[src/rtl/mem_ctrl_pkg.sv]
// Shared types and constants for the byte-serialising memory-port controller.
// Imported by the bus interface and the controller itself.
package mem_ctrl_pkg;

  localparam int ADDR_WIDTH = 32;
  localparam int DATA_WIDTH = 32;

  localparam logic [1:0] LEN_BYTE = 2'b00;
  localparam logic [1:0] LEN_HALF = 2'b01;
  localparam logic [1:0] LEN_WORD = 2'b10;

  typedef enum logic [1:0] {
    MEM_IDLE = 2'd0,
    MEM_RD   = 2'd1,
    MEM_WR   = 2'd2,
    MEM_DONE = 2'd3
  } mem_state_e;

  typedef enum logic {
    OWNER_IF  = 1'b0,
    OWNER_MEM = 1'b1
  } owner_e;

  // Encoding 2'b11 is deliberately treated as a full word.
  function automatic logic [2:0] len_bytes(input logic [1:0] len);
    case (len)
      LEN_BYTE: return 3'd1;
      LEN_HALF: return 3'd2;
      LEN_WORD: return 3'd4;
      default:  return 3'd4;
    endcase
  endfunction

endpackage

[src/rtl/mem_ctrl_if.sv]
// Bundle of fetch, data-access, RAM and stall signals around mem_ctrl.
// slave = controller side, master = pipeline/RAM side.
interface mem_ctrl_if;
  import mem_ctrl_pkg::*;

  logic                  jumpout;
  logic                  if_req;
  logic [ADDR_WIDTH-1:0] if_addr;
  logic [DATA_WIDTH-1:0] if_inst;
  logic                  if_done;
  logic                  mem_req;
  logic                  mem_we;
  logic [1:0]            mem_len;
  logic [ADDR_WIDTH-1:0] mem_addr;
  logic [DATA_WIDTH-1:0] mem_wdata;
  logic [DATA_WIDTH-1:0] mem_rdata;
  logic                  mem_done;
  logic [ADDR_WIDTH-1:0] ram_addr;
  logic [7:0]            ram_dout;
  logic                  ram_wr;
  logic [7:0]            ram_din;
  logic                  stall_req_if;
  logic                  stall_req_mem;

  modport slave (
    input  jumpout, if_req, if_addr, mem_req, mem_we, mem_len, mem_addr,
           mem_wdata, ram_din,
    output if_inst, if_done, mem_rdata, mem_done, ram_addr, ram_dout, ram_wr,
           stall_req_if, stall_req_mem
  );

  modport master (
    output jumpout, if_req, if_addr, mem_req, mem_we, mem_len, mem_addr,
           mem_wdata, ram_din,
    input  if_inst, if_done, mem_rdata, mem_done, ram_addr, ram_dout, ram_wr,
           stall_req_if, stall_req_mem
  );

endinterface

[src/rtl/mem_ctrl.sv]
// Arbitrates fetch and data requests onto one byte-wide synchronous RAM port,
// serialising word/half/byte accesses and reassembling little-endian reads.
module mem_ctrl
  import mem_ctrl_pkg::*;
(
  input  logic       clk,
  input  logic       rst,
  mem_ctrl_if.slave  bus
);

  mem_state_e            state_q, state_d;
  logic [2:0]            cnt_q, cnt_d;
  logic [ADDR_WIDTH-1:0] base_q, base_d;
  logic [2:0]            len_q, len_d;
  owner_e                owner_q, owner_d;
  logic [DATA_WIDTH-1:0] wdata_q, wdata_d;
  logic [DATA_WIDTH-1:0] asm_q, asm_d;
  logic                  if_done_q, if_done_d;
  logic [DATA_WIDTH-1:0] if_inst_q, if_inst_d;
  logic                  mem_done_q, mem_done_d;
  logic [DATA_WIDTH-1:0] mem_rdata_q, mem_rdata_d;

  logic [ADDR_WIDTH-1:0] ram_addr_c;
  logic [7:0]            ram_dout_c;
  logic                  ram_wr_c;
  logic [5:0]            rd_shift;

  always_comb begin
    state_d     = state_q;
    cnt_d       = cnt_q;
    base_d      = base_q;
    len_d       = len_q;
    owner_d     = owner_q;
    wdata_d     = wdata_q;
    asm_d       = asm_q;
    if_done_d   = 1'b0;
    if_inst_d   = '0;
    mem_done_d  = 1'b0;
    mem_rdata_d = '0;
    ram_addr_c  = '0;
    ram_dout_c  = '0;
    ram_wr_c    = 1'b0;
    // Bytes arrive into the top of asm; shift down so short reads zero-extend.
    rd_shift    = {3'd4 - len_q, 3'b000};

    unique case (state_q)
      MEM_IDLE: begin
        cnt_d = '0;
        asm_d = '0;
        if (bus.mem_req) begin
          base_d  = bus.mem_addr;
          len_d   = len_bytes(bus.mem_len);
          owner_d = OWNER_MEM;
          wdata_d = bus.mem_wdata;
          state_d = bus.mem_we ? MEM_WR : MEM_RD;
        end else if (bus.if_req && !bus.jumpout) begin
          base_d  = bus.if_addr;
          len_d   = 3'd4;
          owner_d = OWNER_IF;
          state_d = MEM_RD;
        end
      end

      MEM_RD: begin
        if (cnt_q < len_q) begin
          ram_addr_c = base_q + ADDR_WIDTH'(cnt_q);
        end
        // RAM data lags its address by one cycle, so cnt=k carries byte k-1.
        if (cnt_q != 3'd0) begin
          asm_d = {bus.ram_din, asm_q[DATA_WIDTH-1:8]};
        end
        cnt_d = cnt_q + 3'd1;
        if (owner_q == OWNER_IF && bus.jumpout) begin
          state_d = MEM_IDLE;
          cnt_d   = '0;
        end else if (cnt_q == len_q) begin
          state_d = MEM_DONE;
          cnt_d   = '0;
          if (owner_q == OWNER_IF) begin
            if_done_d = 1'b1;
            if_inst_d = asm_d >> rd_shift;
          end else begin
            mem_done_d  = 1'b1;
            mem_rdata_d = asm_d >> rd_shift;
          end
        end
      end

      MEM_WR: begin
        ram_addr_c = base_q + ADDR_WIDTH'(cnt_q);
        ram_wr_c   = 1'b1;
        ram_dout_c = wdata_q[{cnt_q[1:0], 3'b000} +: 8];
        cnt_d      = cnt_q + 3'd1;
        if (cnt_q == len_q - 3'd1) begin
          state_d    = MEM_DONE;
          cnt_d      = '0;
          mem_done_d = 1'b1;
        end
      end

      MEM_DONE: begin
        state_d = MEM_IDLE;
        cnt_d   = '0;
      end

      default: begin
        state_d = MEM_IDLE;
        cnt_d   = '0;
      end
    endcase
  end

  always_ff @(posedge clk) begin
    if (rst) begin
      state_q     <= MEM_IDLE;
      cnt_q       <= '0;
      base_q      <= '0;
      len_q       <= '0;
      owner_q     <= OWNER_IF;
      wdata_q     <= '0;
      asm_q       <= '0;
      if_done_q   <= 1'b0;
      if_inst_q   <= '0;
      mem_done_q  <= 1'b0;
      mem_rdata_q <= '0;
    end else begin
      state_q     <= state_d;
      cnt_q       <= cnt_d;
      base_q      <= base_d;
      len_q       <= len_d;
      owner_q     <= owner_d;
      wdata_q     <= wdata_d;
      asm_q       <= asm_d;
      if_done_q   <= if_done_d;
      if_inst_q   <= if_inst_d;
      mem_done_q  <= mem_done_d;
      mem_rdata_q <= mem_rdata_d;
    end
  end

  assign bus.ram_addr      = ram_addr_c;
  assign bus.ram_dout      = ram_dout_c;
  assign bus.ram_wr        = ram_wr_c;
  assign bus.if_inst       = if_inst_q;
  assign bus.if_done       = if_done_q;
  assign bus.mem_rdata     = mem_rdata_q;
  assign bus.mem_done      = mem_done_q;
  assign bus.stall_req_if  = bus.if_req & ~if_done_q;
  assign bus.stall_req_mem = bus.mem_req & ~mem_done_q;

endmodule

[src/flat_wrapper.sv]
// flat-port wrapper written by rule: the top's interface ports become plain ports
module mem_ctrl_flat import mem_ctrl_pkg::*;
  (clk, rst, bus_jumpout, bus_if_req, bus_if_addr, bus_mem_req, bus_mem_we, bus_mem_len, bus_mem_addr, bus_mem_wdata, bus_ram_din, bus_if_inst, bus_if_done, bus_mem_rdata, bus_mem_done, bus_ram_addr, bus_ram_dout, bus_ram_wr, bus_stall_req_if, bus_stall_req_mem);
  mem_ctrl_if bus_i ();
  input  logic clk;
  input  logic rst;
  input wire logic [$bits(bus_i.jumpout)-1:0] bus_jumpout;
  input wire logic [$bits(bus_i.if_req)-1:0] bus_if_req;
  input wire logic [$bits(bus_i.if_addr)-1:0] bus_if_addr;
  input wire logic [$bits(bus_i.mem_req)-1:0] bus_mem_req;
  input wire logic [$bits(bus_i.mem_we)-1:0] bus_mem_we;
  input wire logic [$bits(bus_i.mem_len)-1:0] bus_mem_len;
  input wire logic [$bits(bus_i.mem_addr)-1:0] bus_mem_addr;
  input wire logic [$bits(bus_i.mem_wdata)-1:0] bus_mem_wdata;
  input wire logic [$bits(bus_i.ram_din)-1:0] bus_ram_din;
  output wire logic [$bits(bus_i.if_inst)-1:0] bus_if_inst;
  output wire logic [$bits(bus_i.if_done)-1:0] bus_if_done;
  output wire logic [$bits(bus_i.mem_rdata)-1:0] bus_mem_rdata;
  output wire logic [$bits(bus_i.mem_done)-1:0] bus_mem_done;
  output wire logic [$bits(bus_i.ram_addr)-1:0] bus_ram_addr;
  output wire logic [$bits(bus_i.ram_dout)-1:0] bus_ram_dout;
  output wire logic [$bits(bus_i.ram_wr)-1:0] bus_ram_wr;
  output wire logic [$bits(bus_i.stall_req_if)-1:0] bus_stall_req_if;
  output wire logic [$bits(bus_i.stall_req_mem)-1:0] bus_stall_req_mem;
  assign bus_i.jumpout = bus_jumpout;
  assign bus_i.if_req = bus_if_req;
  assign bus_i.if_addr = bus_if_addr;
  assign bus_i.mem_req = bus_mem_req;
  assign bus_i.mem_we = bus_mem_we;
  assign bus_i.mem_len = bus_mem_len;
  assign bus_i.mem_addr = bus_mem_addr;
  assign bus_i.mem_wdata = bus_mem_wdata;
  assign bus_i.ram_din = bus_ram_din;
  assign bus_if_inst = bus_i.if_inst;
  assign bus_if_done = bus_i.if_done;
  assign bus_mem_rdata = bus_i.mem_rdata;
  assign bus_mem_done = bus_i.mem_done;
  assign bus_ram_addr = bus_i.ram_addr;
  assign bus_ram_dout = bus_i.ram_dout;
  assign bus_ram_wr = bus_i.ram_wr;
  assign bus_stall_req_if = bus_i.stall_req_if;
  assign bus_stall_req_mem = bus_i.stall_req_mem;
  mem_ctrl u_core (.clk(clk), .rst(rst), .bus(bus_i));
endmodule
[config.mk]
export PLATFORM = sky130hd
export DESIGN_NAME = mem_ctrl_flat
export DESIGN_NICKNAME = d
export VERILOG_FILES = /design/src/rtl/mem_ctrl_pkg.sv /design/src/rtl/mem_ctrl_if.sv /design/src/rtl/mem_ctrl.sv /design/src/flat_wrapper.sv
export SDC_FILE = /design/constraint.sdc
export NUM_CORES = 1
export LEC_CHECK = 0
export ABC_AREA = 1
export CAP_MARGIN = 30
export CORE_ASPECT_RATIO = 1.4
export CORE_MARGIN = 3
export CORE_UTILIZATION = 49
export DETAILED_ROUTE_END_ITERATION = 7
export PLACE_DENSITY = 0.82
export SLEW_MARGIN = 20
export SYNTH_ARGS = -nofsm -noshare
export SYNTH_HDL_FRONTEND = slang
export SYNTH_SLANG_ARGS = --single-unit
[constraint.sdc]
create_clock -name clk -period 3.19 [get_ports clk]
set_input_delay 0.7975 -clock clk [delete_from_list [all_inputs] [get_ports clk]]
set_output_delay 0.7975 -clock clk [all_outputs]
set_load 0.03 [all_outputs]
==> results_dict.tcl <==
set metrics [dict create \
    place_inst 1602 \
    crit_type "reg -> out" \
    fp.dieArea_um2 18800 \
    rsz0062_at_grt "true" \
    synth_fa_ha_area_share_pct 2.02 \
    grt_overflow 0 \
    die_height_um 161 \
    initial_core_util_pct 50.1 \
    drc 0 \
    clkLatencyLatePin_ps 420 \
    drt_iter0_drc 599 \
    setup_viol 0 \
    via_count 8788 \
    dp_slack_ps 143 \
    setup_tns_ps 0 \
    synthSimpleGateAreaFrac_pct 31.6 \
    core_um2 16800 \
    vias_per_cell 5.34 \
    path_max_fanout 4 \
    synth_area_per_cell_um2 6.87 \
    power.density_nw_per_um2 652 \
    synth_xor_area_share_pct 0.624 \
    synthMuxAreaShare_pct 0 \
    die_width_um 117 \
    grt_max_degree 72 \
    drive_gt1_share_pct 11.9 \
    rows 56 \
    fin_skew_ps 12.7 \
    gp_congestion 0.917 \
    routed_wl_mm 25.3 \
    cts_tree "done" \
    finalHoldViolations 0 \
    wire_per_inst_um 15.3 \
    fin_ws_ps 57.3 \
    timing.final.crit_share_pct 98.2 \
    arrival_ps 2340 \
    drv_cap 0 \
    status "complete, no violations" \
    synthDistinctLibCells 41 \
    postCtsHoldBufs 0 \
    track_usage_pct 25.8 \
    crit_path_end_kind "output port" \
    io_buffers 220 \
    cts-root-buf "clkbuf_16" \
    startpoint_type "flop" \
    synth_compound_area_share_pct 16.8 \
    max_slew_margin_pct 69.6 \
    nets 1555 \
    hp-class "reg -> reg" \
    layout_common_cells "nand2_1 (280), nor2_1 (222), clkdlybuf4s50_1 (187)" \
    area_growth_pct 35.7 \
    yosysSeqAreaShare_pct 40.7 \
    synth_cells 1226 \
    layout.cells.non_filler 1646 \
    clockBufferDepth 2 \
    layout_commonest_cell "nand2_1" \
    cts.sinks 171 \
    ioPinCount 221 \
    vdd_drop_max_mv 0.340 \
    dr.pass1.iters 6 \
    grt_pass1_wl_mm 39.2 \
    max_slew.worst_pin.slew_ps 456 \
    antenna_found_initial 1 \
    syn_area_um2 8420 \
    synth_seq_cells 171 \
    hold_ws_ps 465 \
    cts_buffers 17 \
    synth_top_family_by_area "simple AND/OR/NAND/NOR gates" \
    p_leak_nw 4.35 \
    yosysWarnings 0 \
    cts_max_level 4 \
    slew_viol_final 0 \
    grt_pass1_vias 8231 \
    syn_nets 1351 \
    drt.antenna.violating_nets 0 \
    fmax_mhz 319 \
    min_period_ps 3130 \
    required_ps 2390 \
    clk_pin_slew_ps 70 \
    dp_hpwl_mm 18.2 \
]
-- routing by layer --
layer	global-route usage (%)	wire, um	vias to the layer above
li1	-	-	4401
met1	28.0	9330	3948
met2	47.2	13300	383
met3	5.25	1670	56
met4	11.2	914	0
met5	0	0	-
-- worst paths after layout --
check | slack, ps | depth (start not counted) | endpoint | startpoint
setup reg to reg | 810 | 10 | u_core.bus.if_inst[11]$_SDFF_PP0_ | u_core.cnt_q[0]$_SDFF_PP0_
hold / removal | 470 | 2 | u_core.asm_q[4]$_SDFFE_PP0P_ | u_core.asm_q[4]$_SDFFE_PP0P_
hold reg to reg | 470 | 2 | u_core.asm_q[4]$_SDFFE_PP0P_ | u_core.asm_q[4]$_SDFFE_PP0P_
setup / recovery | 60 | 14 | bus_ram_addr[28] | u_core.cnt_q[0]$_SDFF_PP0_
-- power breakdown --
| part | leakage (nW) | total, mW | switching (mW) | internal (mW) |
|---|---|---|---|---|
| Combinational | 2.65 | 2.60 | 1.68 | 0.920 |
| Sequential | 1.40 | 2.68 | 0.262 | 2.42 |
| Clock | 0.302 | 2.17 | 0.893 | 1.27 |
-- stage by stage --
stage	cell area (um2)	utilization (%)	power, mW
5_1_grt	11400	67.9	7.85
2_1_floorplan	8420	-	4.49
6_report	11400	67.9	7.45
3_3_place_gp	10600	63.0	5.16
4_1_cts	11300	67.2	7.38
3_5_place_dp	10600	63.0	5.20
-- logic make-up after synthesis --
family / count (synthesis)
compound gates: 246
buf+inv: 155
simple gates: 635
xor+xnor: 6
fa+ha+maj: 13
flops: 171
-- sequential cells by signal, summed over array words and instances (netlist names), 2 cells and up --
| register | flops |
|---|---|
| u_core.len_q | 3 |
| u_core.wdata_q | 32 |
| u_core.base_q | 32 |
| u_core.bus.if_inst | 32 |
| u_core.state_q | 2 |
| u_core.asm_q | 32 |
| u_core.bus.mem_rdata | 32 |
| u_core.cnt_q | 3 |
-- synth_stat cells, drive strengths merged --
library cell	number	share of area, %
a211oi	1	0.089
a21oi	70	4.2
a22oi	1	0.089
a2bb2oi	16	1.7
a31oi	33	2.5
and2	1	0.074
buf	39	3.1
clkbuf	29	1.3
clkinv	1	0.059
dfxtp	171	41
fa	1	0.24
ha	12	1.8
inv	86	3.8
nand2	294	14
nand3	64	3.8
nand3b	2	0.18
nand4	6	0.45
nor2	243	12
nor3	23	1.5
nor3b	1	0.089
nor4	1	0.074
o211ai	8	0.95
o21a	2	0.18
o21ai	115	7.2
xnor2	2	0.21
xor2	4	0.42
-- cell type report --
cell class / count / area, um2
antenna: 1 / 2.50
clock buffer: 18 / 439
clock inverter: 13 / 181
fill: 1423 / 5400
inverter: 87 / 330
multi-input combinational: 900 / 4370
sequential: 171 / 3430
tap: 203 / 254
timing repair buffer: 253 / 2410
-- repair_timing --
action,CTS,global route
setup endpoints to repair,12,23
resized for setup,16,25
buffers inserted,5,5
pin swaps,7,8
cloned,0,2
-- worst max-delay path: stages, from the launching register on --
cell and delay [ps]:
dfxtp_2 360, ha_4 140, inv_2 40, fa_2 360, inv_2 60, nand3_2 70
nand2_4 100, inv_2 50, nor2_4 150, buf_4 130, nand3_1 70, nand2_1 70
nand2_1 50, nor2_1 80, buf_4 170
Note: power is estimated with default switching activity, not from simulation.
